--- src/rtl/sdc_pgen_pkg.sv ---
// sdc_pgen_pkg: shared types, constants and helper functions for the
// sdc_test2 pattern generator (FSM states, LFSR/MISR constants, step functions).
package sdc_pgen_pkg;

   typedef enum logic [1:0] {
      IDLE  = 2'd0,
      RUN   = 2'd1,
      DRAIN = 2'd2,
      DONE  = 2'd3
   } pgenState_t;

   localparam int          LFSR_W    = 8;
   localparam logic [15:0] MISR_POLY = 16'h1021;
   localparam logic [7:0]  LFSR_TAPS = 8'b1011_1000;

   // An all-zero LFSR never leaves zero, so a zero seed is forced to 1.
   function automatic logic [LFSR_W-1:0] safeSeed(input logic [LFSR_W-1:0] seed);
      return (seed == '0) ? {{(LFSR_W-1){1'b0}}, 1'b1} : seed;
   endfunction

   // Fibonacci step: shift left, feed back the parity of the tapped bits.
   function automatic logic [LFSR_W-1:0] lfsrStep(input logic [LFSR_W-1:0] lfsr);
      return {lfsr[LFSR_W-2:0], ^(lfsr & LFSR_TAPS)};
   endfunction

   // One MISR fold of a 2-bit response into the 16-bit signature.
   function automatic logic [15:0] misrStep(input logic [15:0] sig, input logic [1:0] data);
      return {sig[14:0], 1'b0} ^ (sig[15] ? MISR_POLY : 16'h0000) ^ {14'b0, data};
   endfunction

endpackage

--- src/rtl/sdc_pgen_misr.sv ---
// sdc_pgen_misr: 16-bit multiple-input signature register folding the 2-bit
// response of the logic cone. Clear wins over enable.
module sdc_pgen_misr
   import sdc_pgen_pkg::*;
(
   input  logic        clk,
   input  logic        rst,
   input  logic        i_clear,
   input  logic        i_enable,
   input  logic [1:0]  i_data,
   output logic [15:0] o_sig
);

   logic [15:0] r_sig;

   // Signature register: cleared on reset or run start, folds data when enabled.
   always_ff @(posedge clk) begin
      if (rst || i_clear) begin
         r_sig <= '0;
      end else if (i_enable) begin
         r_sig <= misrStep(r_sig, i_data);
      end
   end

   assign o_sig = r_sig;

endmodule

--- src/rtl/sdc_pattern_gen.sv ---
// sdc_pattern_gen: clocked stimulus source and response sink for sdc_test2.
// An LFSR drives {in3,in2,in1}; responses {out2,out1} are folded into a MISR
// DRAIN_CYC cycles after each pattern is issued.
// Optional golden-signature compare is enabled with `define SDC_PGEN_COMPARE_EN.
// MISR_W must stay 16 because the feedback polynomial is fixed.
module sdc_pattern_gen
   import sdc_pgen_pkg::*;
#(
   parameter int         PAT_COUNT = 64,
   parameter logic [7:0] SEED      = 8'hA5,
   parameter int         DRAIN_CYC = 3,
   parameter int         MISR_W    = 16
) (
   input  logic                           clk,
   input  logic                           rst,
   input  logic                           start,
   output logic                           busy,
   output logic                           done,
   output logic [2:0]                     pat_out,
   input  logic [1:0]                     resp_in,
   output logic [$clog2(PAT_COUNT+1)-1:0] pat_cnt,
   output logic [MISR_W-1:0]              signature
`ifdef SDC_PGEN_COMPARE_EN
   ,
   input  logic [MISR_W-1:0]              golden_sig,
   output logic                           pass
`endif
);

   localparam int CNT_W   = $clog2(PAT_COUNT+1);
   localparam int DRAIN_W = (DRAIN_CYC > 1) ? $clog2(DRAIN_CYC) : 1;

   pgenState_t             r_state;
   pgenState_t             w_stateNext;
   logic                   w_accept;
   logic                   w_issue;
   logic                   w_capture;
   logic [LFSR_W-1:0]      r_lfsr;
   logic [2:0]             r_patOut;
   logic [CNT_W-1:0]       r_patCnt;
   logic [DRAIN_W-1:0]     r_drainCnt;
   logic [DRAIN_CYC-1:0]   r_pipe;
   logic                   r_busy;
   logic                   r_done;
   logic [15:0]            w_sig;

   assign w_issue   = (r_state == RUN);
   assign w_capture = r_pipe[DRAIN_CYC-1];

   // State register.
   always_ff @(posedge clk) begin
      if (rst) begin
         r_state <= IDLE;
      end else begin
         r_state <= w_stateNext;
      end
   end

   // Next-state logic; start is only honoured from IDLE or DONE.
   always_comb begin
      w_stateNext = r_state;
      w_accept    = 1'b0;
      case (r_state)
         IDLE, DONE: begin
            if (start) begin
               w_stateNext = RUN;
               w_accept    = 1'b1;
            end
         end
         RUN: begin
            if (r_patCnt == CNT_W'(PAT_COUNT-1)) begin
               w_stateNext = DRAIN;
            end
         end
         DRAIN: begin
            if (r_drainCnt == DRAIN_W'(DRAIN_CYC-1)) begin
               w_stateNext = DONE;
            end
         end
         default: w_stateNext = IDLE;
      endcase
   end

   // Pattern issue: LFSR, pattern register, counter and registered status flags.
   always_ff @(posedge clk) begin
      if (rst) begin
         r_lfsr   <= safeSeed(SEED);
         r_patOut <= '0;
         r_patCnt <= '0;
         r_busy   <= 1'b0;
         r_done   <= 1'b0;
      end else begin
         r_busy <= (w_stateNext == RUN) || (w_stateNext == DRAIN);
         r_done <= (w_stateNext == DONE);
         if (w_accept) begin
            r_lfsr   <= safeSeed(SEED);
            r_patOut <= '0;
            r_patCnt <= '0;
         end else if (w_issue) begin
            r_patOut <= r_lfsr[2:0];
            r_lfsr   <= lfsrStep(r_lfsr);
            r_patCnt <= r_patCnt + CNT_W'(1);
         end else begin
            r_patOut <= '0;
         end
      end
   end

   // Counts cycles spent in DRAIN so the run ends after DRAIN_CYC of them.
   always_ff @(posedge clk) begin
      if (rst) begin
         r_drainCnt <= '0;
      end else if (r_state == DRAIN) begin
         r_drainCnt <= r_drainCnt + DRAIN_W'(1);
      end else begin
         r_drainCnt <= '0;
      end
   end

   // Capture pipe: each issued pattern's valid bit emerges DRAIN_CYC cycles later.
   always_ff @(posedge clk) begin
      if (rst || w_accept) begin
         r_pipe <= '0;
      end else begin
         r_pipe <= (r_pipe << 1) | DRAIN_CYC'(w_issue);
      end
   end

   sdc_pgen_misr u_misr (
      .clk      (clk),
      .rst      (rst),
      .i_clear  (w_accept),
      .i_enable (w_capture),
      .i_data   (resp_in),
      .o_sig    (w_sig)
   );

`ifdef SDC_PGEN_COMPARE_EN
   logic [15:0] w_sigFinal;

   // The last fold lands on the same edge done rises, so compare the post-fold value.
   assign w_sigFinal = w_capture ? misrStep(w_sig, resp_in) : w_sig;

   // Pass flag: evaluated once per run as it completes.
   always_ff @(posedge clk) begin
      if (rst || w_accept) begin
         pass <= 1'b0;
      end else if ((r_state == DRAIN) && (w_stateNext == DONE)) begin
         pass <= (MISR_W'(w_sigFinal) == golden_sig);
      end
   end
`endif

   assign busy      = r_busy;
   assign done      = r_done;
   assign pat_out   = r_patOut;
   assign pat_cnt   = r_patCnt;
   assign signature = MISR_W'(w_sig);

endmodule
--- config.mk ---
export PLATFORM = sky130hd
export DESIGN_NAME = sdc_pattern_gen
export DESIGN_NICKNAME = d
export VERILOG_FILES = /design/src/rtl/sdc_pgen_pkg.sv /design/src/rtl/sdc_pgen_misr.sv /design/src/rtl/sdc_pattern_gen.sv
export SDC_FILE = /design/constraint.sdc
export NUM_CORES = 1
export LEC_CHECK = 0
export BUFFER_PORTS_ARGS = -buffer_cell sky130_fd_sc_hd__buf_2
export CAP_MARGIN = 20
export CELL_PAD_IN_SITES_DETAIL_PLACEMENT = 1
export CELL_PAD_IN_SITES_GLOBAL_PLACEMENT = 1
export CORE_MARGIN = 4
export CORE_UTILIZATION = 30
export CTS_CLUSTER_DIAMETER = 200
export DETAILED_ROUTE_END_ITERATION = 10
export PLACE_DENSITY_LB_ADDON = 0.12
export SYNTH_ARGS = -nofsm -noshare
export SYNTH_HDL_FRONTEND = slang
export SYNTH_SLANG_ARGS = --single-unit
--- constraint.sdc ---
create_clock -name clk -period 2.1 [get_ports clk]
set_input_delay 0.63 -clock clk [delete_from_list [all_inputs] [get_ports clk]]
set_output_delay 0.63 -clock clk [all_outputs]
set_load 0.02 [all_outputs]
[Yosys cells after proc, flatten, opt, wreduce, memory -nomap -nowiden]
Index checks and enable logic that the tools add are counted.
Word-level totals
  register bits after elaboration: 43
  input bits: 5
Operators by class
  add/subtract/negate cells: 2
  equality and inequality tests: 8
  multiplexer cells: 7
  bitwise gates (word level): 5
  reduce and logical (&&, ||, !) cells: 8
Operators with widths (number)
  bitwise XOR 16 bit: 1
  bitwise XOR 16 x 2 -> 16 bit: 1
  two-way mux 13 bit: 1
  == test 2 bit (second input constant): 5
  parity 8 bit: 1
  adder 7 x 1 -> 7 bit (second input constant): 1
  == test 7 x 6 -> 1 bit (second input constant): 1
  two-way mux 2 bit: 3
  one-hot mux 2 bit (3 select lines): 1
  OR reduction 2 bit: 3
  == test 2 x 1 -> 1 bit (second input constant): 2
  OR 3 x 1 -> 3 bit: 1
  OR reduction 3 bit: 1
  adder 2 x 1 -> 2 bit (second input constant): 1
  logical NOT 2 bit: 1
  logical OR 1 bit: 2
  two-way mux 1 bit: 2
  NOT 1 bit: 2

[Depth between registers and ports, before layout]
Gate-level depths: netlist (run 1).
  depth in word-level cells: 5
  mapped depth: 7

[By module]
Synthesis (run 1) repeated with hierarchy kept, for this count alone.
Unflattened totals
  cell total of the unflattened synthesis: 162
  area total of the unflattened synthesis: 1669.1 um2
By module, submodules not included
  sdc_pattern_gen: instances 1, cells an instance 105, area an instance 1056.0 um2
  sdc_pgen_misr: instances 1, cells an instance 57, area an instance 613.1 um2

[Worst setup path after synthesis (run 1)]
Ideal clock, no wire load.
  kind: register to register
  start: register r_state[0]
  end: register r_busy, in the netlist busy
  setup time: 114 ps
  arrival time: 1725 ps
  required time: 1986 ps
  setup slack: 261 ps
  stages on the path, launching flop included: 8
  clock period less this slack: 1839 ps
  cells stage by stage: dfxtp_1 inv_1 ha_1 mux2_2 o22ai_1 nand2_1 ha_1 nor2b_1
Between the ends
  word-level cells in the longest chain between the ends: 5
  elaborated cells between the ends (all ways): 12
  those cells by class: eq/ne (5); mux (4); reduce/logical (3)
RTL lines
  from (decl): RTL line sdc_pattern_gen.sv:33  | pgenState_t r_state;
  from (signal assigned): RTL line sdc_pattern_gen.sv:55  | r_state <= w_stateNext;
  == test 2 bit / logical NOT 2 bit (equally long branches): RTL line sdc_pattern_gen.sv:63  | case (r_state)
  OR reduction 2 bit: RTL line sdc_pattern_gen.sv:63
  one-hot mux 2 bit (3 select lines) (*): RTL line sdc_pattern_gen.sv:63
  net w_stateNext[0]: RTL line sdc_pattern_gen.sv:34  | pgenState_t w_stateNext;
  == test 2 x 1 -> 1 bit / == test 2 bit (equally long branches): RTL line sdc_pattern_gen.sv:93  | r_busy <= (w_stateNext == RUN) || (w_stateNext == DRAIN);
  logical OR 1 bit (*): RTL line sdc_pattern_gen.sv:93
  to (signal assigned): RTL line sdc_pattern_gen.sv:93
  to (decl): RTL line sdc_pattern_gen.sv:43  | logic r_busy;
Mark *: on every way through the listed nets, which the timed path passes. The rest lies on a longest branch.
A chain may end at the register's enable or synchronous reset.

[Final worst setup path (run 1)]
Ends and elaborated chain as after synthesis.

==> results of run 1 <==
[cell families after synthesis]
group           count (synthesis)
buf+inv                        10
simple gates                   53
compound gates                 17
fa+ha+maj                       5
flops                          43
mux                            21
xor+xnor                       11
[area by class of cell]
cell class                      count  share of cell area, %
Sequential cell                    43                   43.0
Multi-Input combinational cell    107                   36.5
Timing Repair Buffer               37                   10.5
Tap cell                           70                   4.37
Clock buffer                        6                   3.62
Clock inverter                      1                   1.50
Inverter                            3                  0.562
[worst reg2reg max path, delay by kind of cell (launching register included)]
kind	cells	cell delay (ns)
adders and majority gates	2	0.59
DFF	1	0.38
muxes	1	0.34
and+or+nand+nor	2	0.20
AOI/OAI and AO/OA	1	0.18
buffers and inverters	1	0.06
[path summary, 6_finish.rpt]
path / startpoint / to / slack, ns
worst min register to register: r_drainCnt[0] / r_drainCnt[0] / 0.42
worst min-delay path: r_drainCnt[0] / r_drainCnt[0] / 0.42
worst max-delay path: r_state[0] / busy / 0.24
worst max register to register: r_state[0] / busy / 0.24
[registers in the layout, summed over array words and instances (netlist names)]
name	count
u_misr.o_sig	16
r_lfsr	8
pat_cnt	7
pat_out	3
r_pipe	3
r_drainCnt	2
r_state	2
busy	1
done	1
[metrics by stage]
| stage | area, um2 | worst slack, ns |
|---|---|---|
| 2_1_floorplan | 1640 | 0.261 |
| 3_3_place_gp | 1900 | 0.313 |
| 3_5_place_dp | 1900 | 0.237 |
| 4_1_cts | 2000 | 0.217 |
| 5_1_grt | 2000 | 0.102 |
| 6_report | 2000 | 0.244 |
[layer usage]
metal | routed length [um] | share of wire [%] | vias to the layer above | track usage (%)
li1 | - | - | 611 | -
met1 | 1460 | 44 | 579 | 12.9
met2 | 1660 | 50 | 25 | 20.4
met3 | 178 | 5.3 | 4 | 3.73
met4 | 34 | 1.0 | 0 | 2.99
met5 | 0 | 0 | - | 0
[power breakdown]
| part | internal, mW | switching (mW) | total (mW) |
|---|---|---|---|
| Combinational | 0.0750 | 0.0930 | 0.168 |
| Sequential | 0.841 | 0.0166 | 0.857 |
| Clock | 0.348 | 0.255 | 0.603 |
| Total | 1.26 | 0.364 | 1.63 |
[cells in the mapped netlist]
cell type | number | area [um2]
or3_1 | 2 | 12.5
a21oi_1 | 5 | 25.0
a211oi_1 | 5 | 37.5
a21o_1 | 1 | 7.51
and3_1 | 3 | 18.8
o31a_1 | 1 | 8.76
o22ai_1 | 1 | 6.26
dfxtp_1 | 43 | 861
xnor2_1 | 8 | 70.1
nand2_2 | 1 | 6.26
o21ai_0 | 2 | 10.0
and2_1 | 3 | 18.8
mux2_2 | 1 | 11.3
mux2i_1 | 20 | 200
nor2b_1 | 2 | 12.5
buf_2 | 6 | 30.0
inv_1 | 3 | 11.3
clkbuf_1 | 1 | 3.75
xor2_1 | 3 | 26.3
nor2_1 | 28 | 105
nor3_1 | 2 | 10.0
nand2b_1 | 2 | 12.5
o311ai_0 | 1 | 8.76
nand3_1 | 2 | 10.0
a2111oi_2 | 1 | 15.0
ha_1 | 5 | 62.6
nand4_1 | 2 | 12.5
nand2_1 | 6 | 22.5
==> out/qor.csv, run 1 <==
metric,value,unit
outcome,"finished, final reports clean",
#FFs+latches synth,43,
Layout Utilization,38.5,%
Area Growth Syn to Fin,22.4,%
Tcrit/Tclk final,88.4,%
Wirelength per Cell,12.5,um
Worst Reg2Reg Path Length in Cells,7,
"Clk Latency, worst-skew pair",0.29,ns
Root Driver,clkbuf_8,
Finished Layout Cells,267,
Yosys cell types,28,
all-layer global routing usage,11.4,%
Max stage delay on crit path,0.38,ns
pwr/cell area,813,mW/mm2
Nets,207,
total of max-cap violations,0,
CP most frequent cell,ha_1,
slew margin rel.,70.2,%
fillers,624,
Max Fclk,0.539,GHz
worst min path class,flop to flop,
drt total wl,3340,um
Crit path max-delay family,adder cells,
Iter 0 DRT Violations,42,
CTS Buf Count,5,
I/O pins,33,
CP startpoint kind,flop,
Core Footprint,0.00520,mm2
wire length of the first global-routing pass,5890,um
Critical-path top delay cell,dfxtp_1,
CTS tree,yes,
xor/xnor share of the synthesized area,5.89,%
Least-Margin Pin Slew,0.441,ns
maximum fanout along the worst path,4,
Die W,81.9,um
"Reg clk slew, reported paths",0.07,ns
Setup crit end kind,flop,
WP buf/inv,1,
peak supply drop,0.367,mV
# DRC,0,
# placed instances,260,
syn avg cell area,10.2,um2
GRT Residual Overflow,0,
"most common cell after layout, fill and taps aside",dfxtp_1,
CP arrival,2.04,ns
mux share of post-synthesis cell area,12.9,%
Post-Synth Adder-Cell Area,3.82,%
RSZ-0062 raised after global routing,false,
Vias,1219,
"Hold-fix buffers, CTS",0,
Yosys warnings,0,
Pleak,0.805,nW
Synth Area in Compound Gates,7.26,%
Setup Skew,0.00608,ns
final slew viol count,0,
Die Area,0.00670,mm2
final hold violations,0,
GPL Wtd Cong,0.827,
Mapped Area,0.00164,mm2
clock sink count,43,
crit path cell chain,inv_1 > ha_1 > mux2_2 > o22ai_1 > nand2_1 > ha_1 > nor2b_1,
H-Tree Level Count,2,
FF/Latch Area,861,um2
multi-input logic area,731,um2
Port Buffers,32,
WP depth,7,
post-CTS setup buffers,0,
sequential fraction of the synthesis area,52.6,%
"commonest cells after routing, fill and taps aside","dfxtp_1, buf_2, nor2_1, mux2i_1, xnor2_1",
Detail Route Antenna Nets,0,
Synth Area in Simple Gates,14.8,%
Die H,81.9,um
post-DP HPWL,2510,um
Gate Count Post-Synth,160,
post-CTS sizing,0,
WHS,0.425,ns
DR vias/cell,4.57,
Synthesized Nets,170,
setup TNS,0,ns
DRT Pass-1 Iters,4,
Initial Utilization,31.4,%
diodes inserted,0,
count of final setup violators,0,
largest net degree at the start of global routing,21,
layout cells sized above 1,23.4,%
largest family of logic cells by synthesized area,simple AND/OR/NAND/NOR gates,
Final min period,1.86,ns
Tot Pwr,1.63,mW
hold depth,1,
initial antenna violation count,0,
crit path kind,flop to flop,
Critical Path RT,2.28,ns
vias in the first global route,1284,
maximum clock path buffer count,2,
row count,26,
No activity file was read; power rests on OpenSTA's default activity.
==> run 2, diff against run 1 <==
--- a/config.mk
+++ b/config.mk
@@ -6,10 +6,10 @@
 export NUM_CORES = 1
 export LEC_CHECK = 0
 export BUFFER_PORTS_ARGS = -buffer_cell sky130_fd_sc_hd__buf_2
-export CAP_MARGIN = 20
+export CAP_MARGIN = 25
 export CELL_PAD_IN_SITES_DETAIL_PLACEMENT = 1
 export CELL_PAD_IN_SITES_GLOBAL_PLACEMENT = 1
-export CORE_MARGIN = 4
+export CORE_MARGIN = 10
 export CORE_UTILIZATION = 30
 export CTS_CLUSTER_DIAMETER = 200
 export DETAILED_ROUTE_END_ITERATION = 10
==> run 2 against run 1 <==
Maximum frequency fell by 4.4%. Worst hold slack got worse by 0.0024 ns. Largest cell class unchanged. Sequential share of layout area fell by 0.21 points. Combinational power barely moved. Global-route usage fell by 2.6 points.
==> out/qor.csv, run 2 (synthesized netlist as in run 1, its figures left out) <==
metric,value,unit,change
Finished Layout Cells,268,,+0.37%
all-layer global routing usage,8.82,%,-2.6 points
layout cells sized above 1,24.2,%,+0.89 points
"Reg clk slew, reported paths",0.08,ns,about the same
"most common cell after layout, fill and taps aside",dfxtp_1,,
Final min period,1.94,ns,+0.0852 ns
Die H,93.9,um,+15%
Port Buffers,32,,unchanged
Nets,207,,unchanged
initial antenna violation count,0,,unchanged
Wirelength per Cell,13.6,um,+8.9%
post-DP HPWL,2730,um,+8.7%
combinational share of power,10.2,%,about the same
Tcrit/Tclk final,92.5,%,+4.1 points
maximum clock path buffer count,2,,unchanged
CTS Buf Count,5,,unchanged
post-CTS setup buffers,0,,unchanged
Layout Utilization,38.7,%,+0.19 points
clock network fraction of total power,38.3,%,+1.3 points
multi-input logic area,731,um2,unchanged
met3 Usage GRT,3.84,%,+0.11 points
outcome,"finished, final reports clean",,
peak supply drop,0.290,mV,-21%
Setup crit end kind,flop,,
CP most frequent cell,ha_1,,
# placed instances,260,,unchanged
WP buf/inv,0,,-1
crit path kind,flop to flop,,
final slew viol count,0,,unchanged
row count,26,,unchanged
Crit path max-delay family,adder cells,,
vias in the first global route,1252,,-2.5%
crit path cell chain,ha_1 > nand2_2 > o311ai_0 > nand2_1 > ha_1 > nor2b_1,,
final hold violations,0,,unchanged
DR vias/cell,4.54,,-0.54%
Switching Share,23.8,%,+1.4 points
Setup Skew,0.00735,ns,+0.00128 ns
Initial Utilization,31.4,%,unchanged
CTS tree,yes,,
Switching Power,0.397,mW,+9.0%
Root Driver,clkbuf_8,,
wire length of the first global-routing pass,6200,um,+5.4%
"Clk Latency, worst-skew pair",0.29,ns,about the same
"worst slack, placed",0.165,ns,-0.0726 ns
CP startpoint kind,flop,,
maximum fanout along the worst path,4,,unchanged
pwr/cell area,828,mW/mm2,+1.9%
slew margin rel.,62.0,%,-8.3 points
# DRC,0,,unchanged
I/O pins,33,,unchanged
largest net degree at the start of global routing,29,,+38%
cell internal pwr,1.27,mW,+0.47%
drt total wl,3640,um,+9.3%
Core Footprint,0.00520,mm2,unchanged
worst min path class,flop to flop,,
Detail Route Antenna Nets,0,,unchanged
post-CTS sizing,0,,unchanged
fillers,628,,+0.64%
Max stage delay on crit path,0.54,ns,+0.16 ns
DRT Pass-1 Iters,3,,-1
count of final setup violators,0,,unchanged
Area Growth Syn to Fin,23.0,%,
RSZ-0062 raised after global routing,false,,
FF/Latch Area,861,um2,unchanged
H-Tree Level Count,2,,unchanged
clock sink count,43,,unchanged
diodes inserted,0,,unchanged
Tot Pwr,1.67,mW,+2.4%
GPL Wtd Cong,0.814,,-1.7%
Pleak,0.812,nW,+0.85%
Sequential Power Share,51.4,%,-1.3 points
Least-Margin Pin Slew,0.564,ns,+0.123 ns
Die W,93.9,um,+15%
Die Area,0.00881,mm2,+31%
Critical-path top delay cell,o311ai_0,,
total of max-cap violations,0,,unchanged
Critical Path RT,2.29,ns,about the same
"commonest cells after routing, fill and taps aside","dfxtp_1, buf_2, nor2_1, mux2i_1, xnor2_1",,
Iter 0 DRT Violations,42,,unchanged
setup TNS,0,ns,unchanged
final setup margin,0.159,ns,-0.0852 ns
grt peak-use layer,met2,,
global-route met1 utilization,9.19,%,-3.7 points
"Hold-fix buffers, CTS",0,,unchanged
max reg flops,16,,unchanged
Max Fclk,0.515,GHz,-4.4%
CP arrival,2.13,ns,+0.09 ns
met2 usage,15.4,%,-5.0 points
Vias,1217,,-0.16%
GRT Residual Overflow,0,,unchanged
## run 2: cell type report
cell class / count / area share, %
Clock buffer: 5 / 3.42
Clock inverter: 3 / 2.18
Inverter: 3 / 0.559
Timing Repair Buffer: 37 / 10.4
Multi-Input combinational cell: 107 / 36.3
Sequential cell: 43 / 42.8
Tap cell: 70 / 4.35
## run 2: worst paths after layout
kind                            slack [ns]  depth (start not counted)       endpoint           from
worst min register to register        0.42                          1  r_drainCnt[0]  r_drainCnt[0]
worst max register to register        0.16                          6           busy     pat_cnt[0]
worst max-delay path                  0.16                          6           busy     pat_cnt[0]
worst min-delay path                  0.42                          1  r_drainCnt[0]  r_drainCnt[0]
## run 2: per-layer routing
metal,vias to the layer above,part of all wire [%]
li1,614,-
met1,573,44
met2,25,49
met3,5,6.0
met4,0,1.4
met5,-,0
## run 2: power by group through the flow
stage          Clock, mW  Sequential, mW  Combinational, mW
2_1_floorplan          0           0.884              0.111
3_3_place_gp           0           0.875              0.167
3_5_place_dp           0           0.877              0.175
4_1_cts            0.673           0.858              0.176
5_1_grt            0.707           0.862              0.189
6_report           0.639           0.858              0.170
## run 2: through the flow
stage / hold slack (ns) / area [um2]
5_1_grt: 0.455 / 2010
3_3_place_gp: 0.402 / 1900
4_1_cts: 0.431 / 2010
6_report: 0.422 / 2010
3_5_place_dp: 0.418 / 1900
2_1_floorplan: 0.392 / 1640
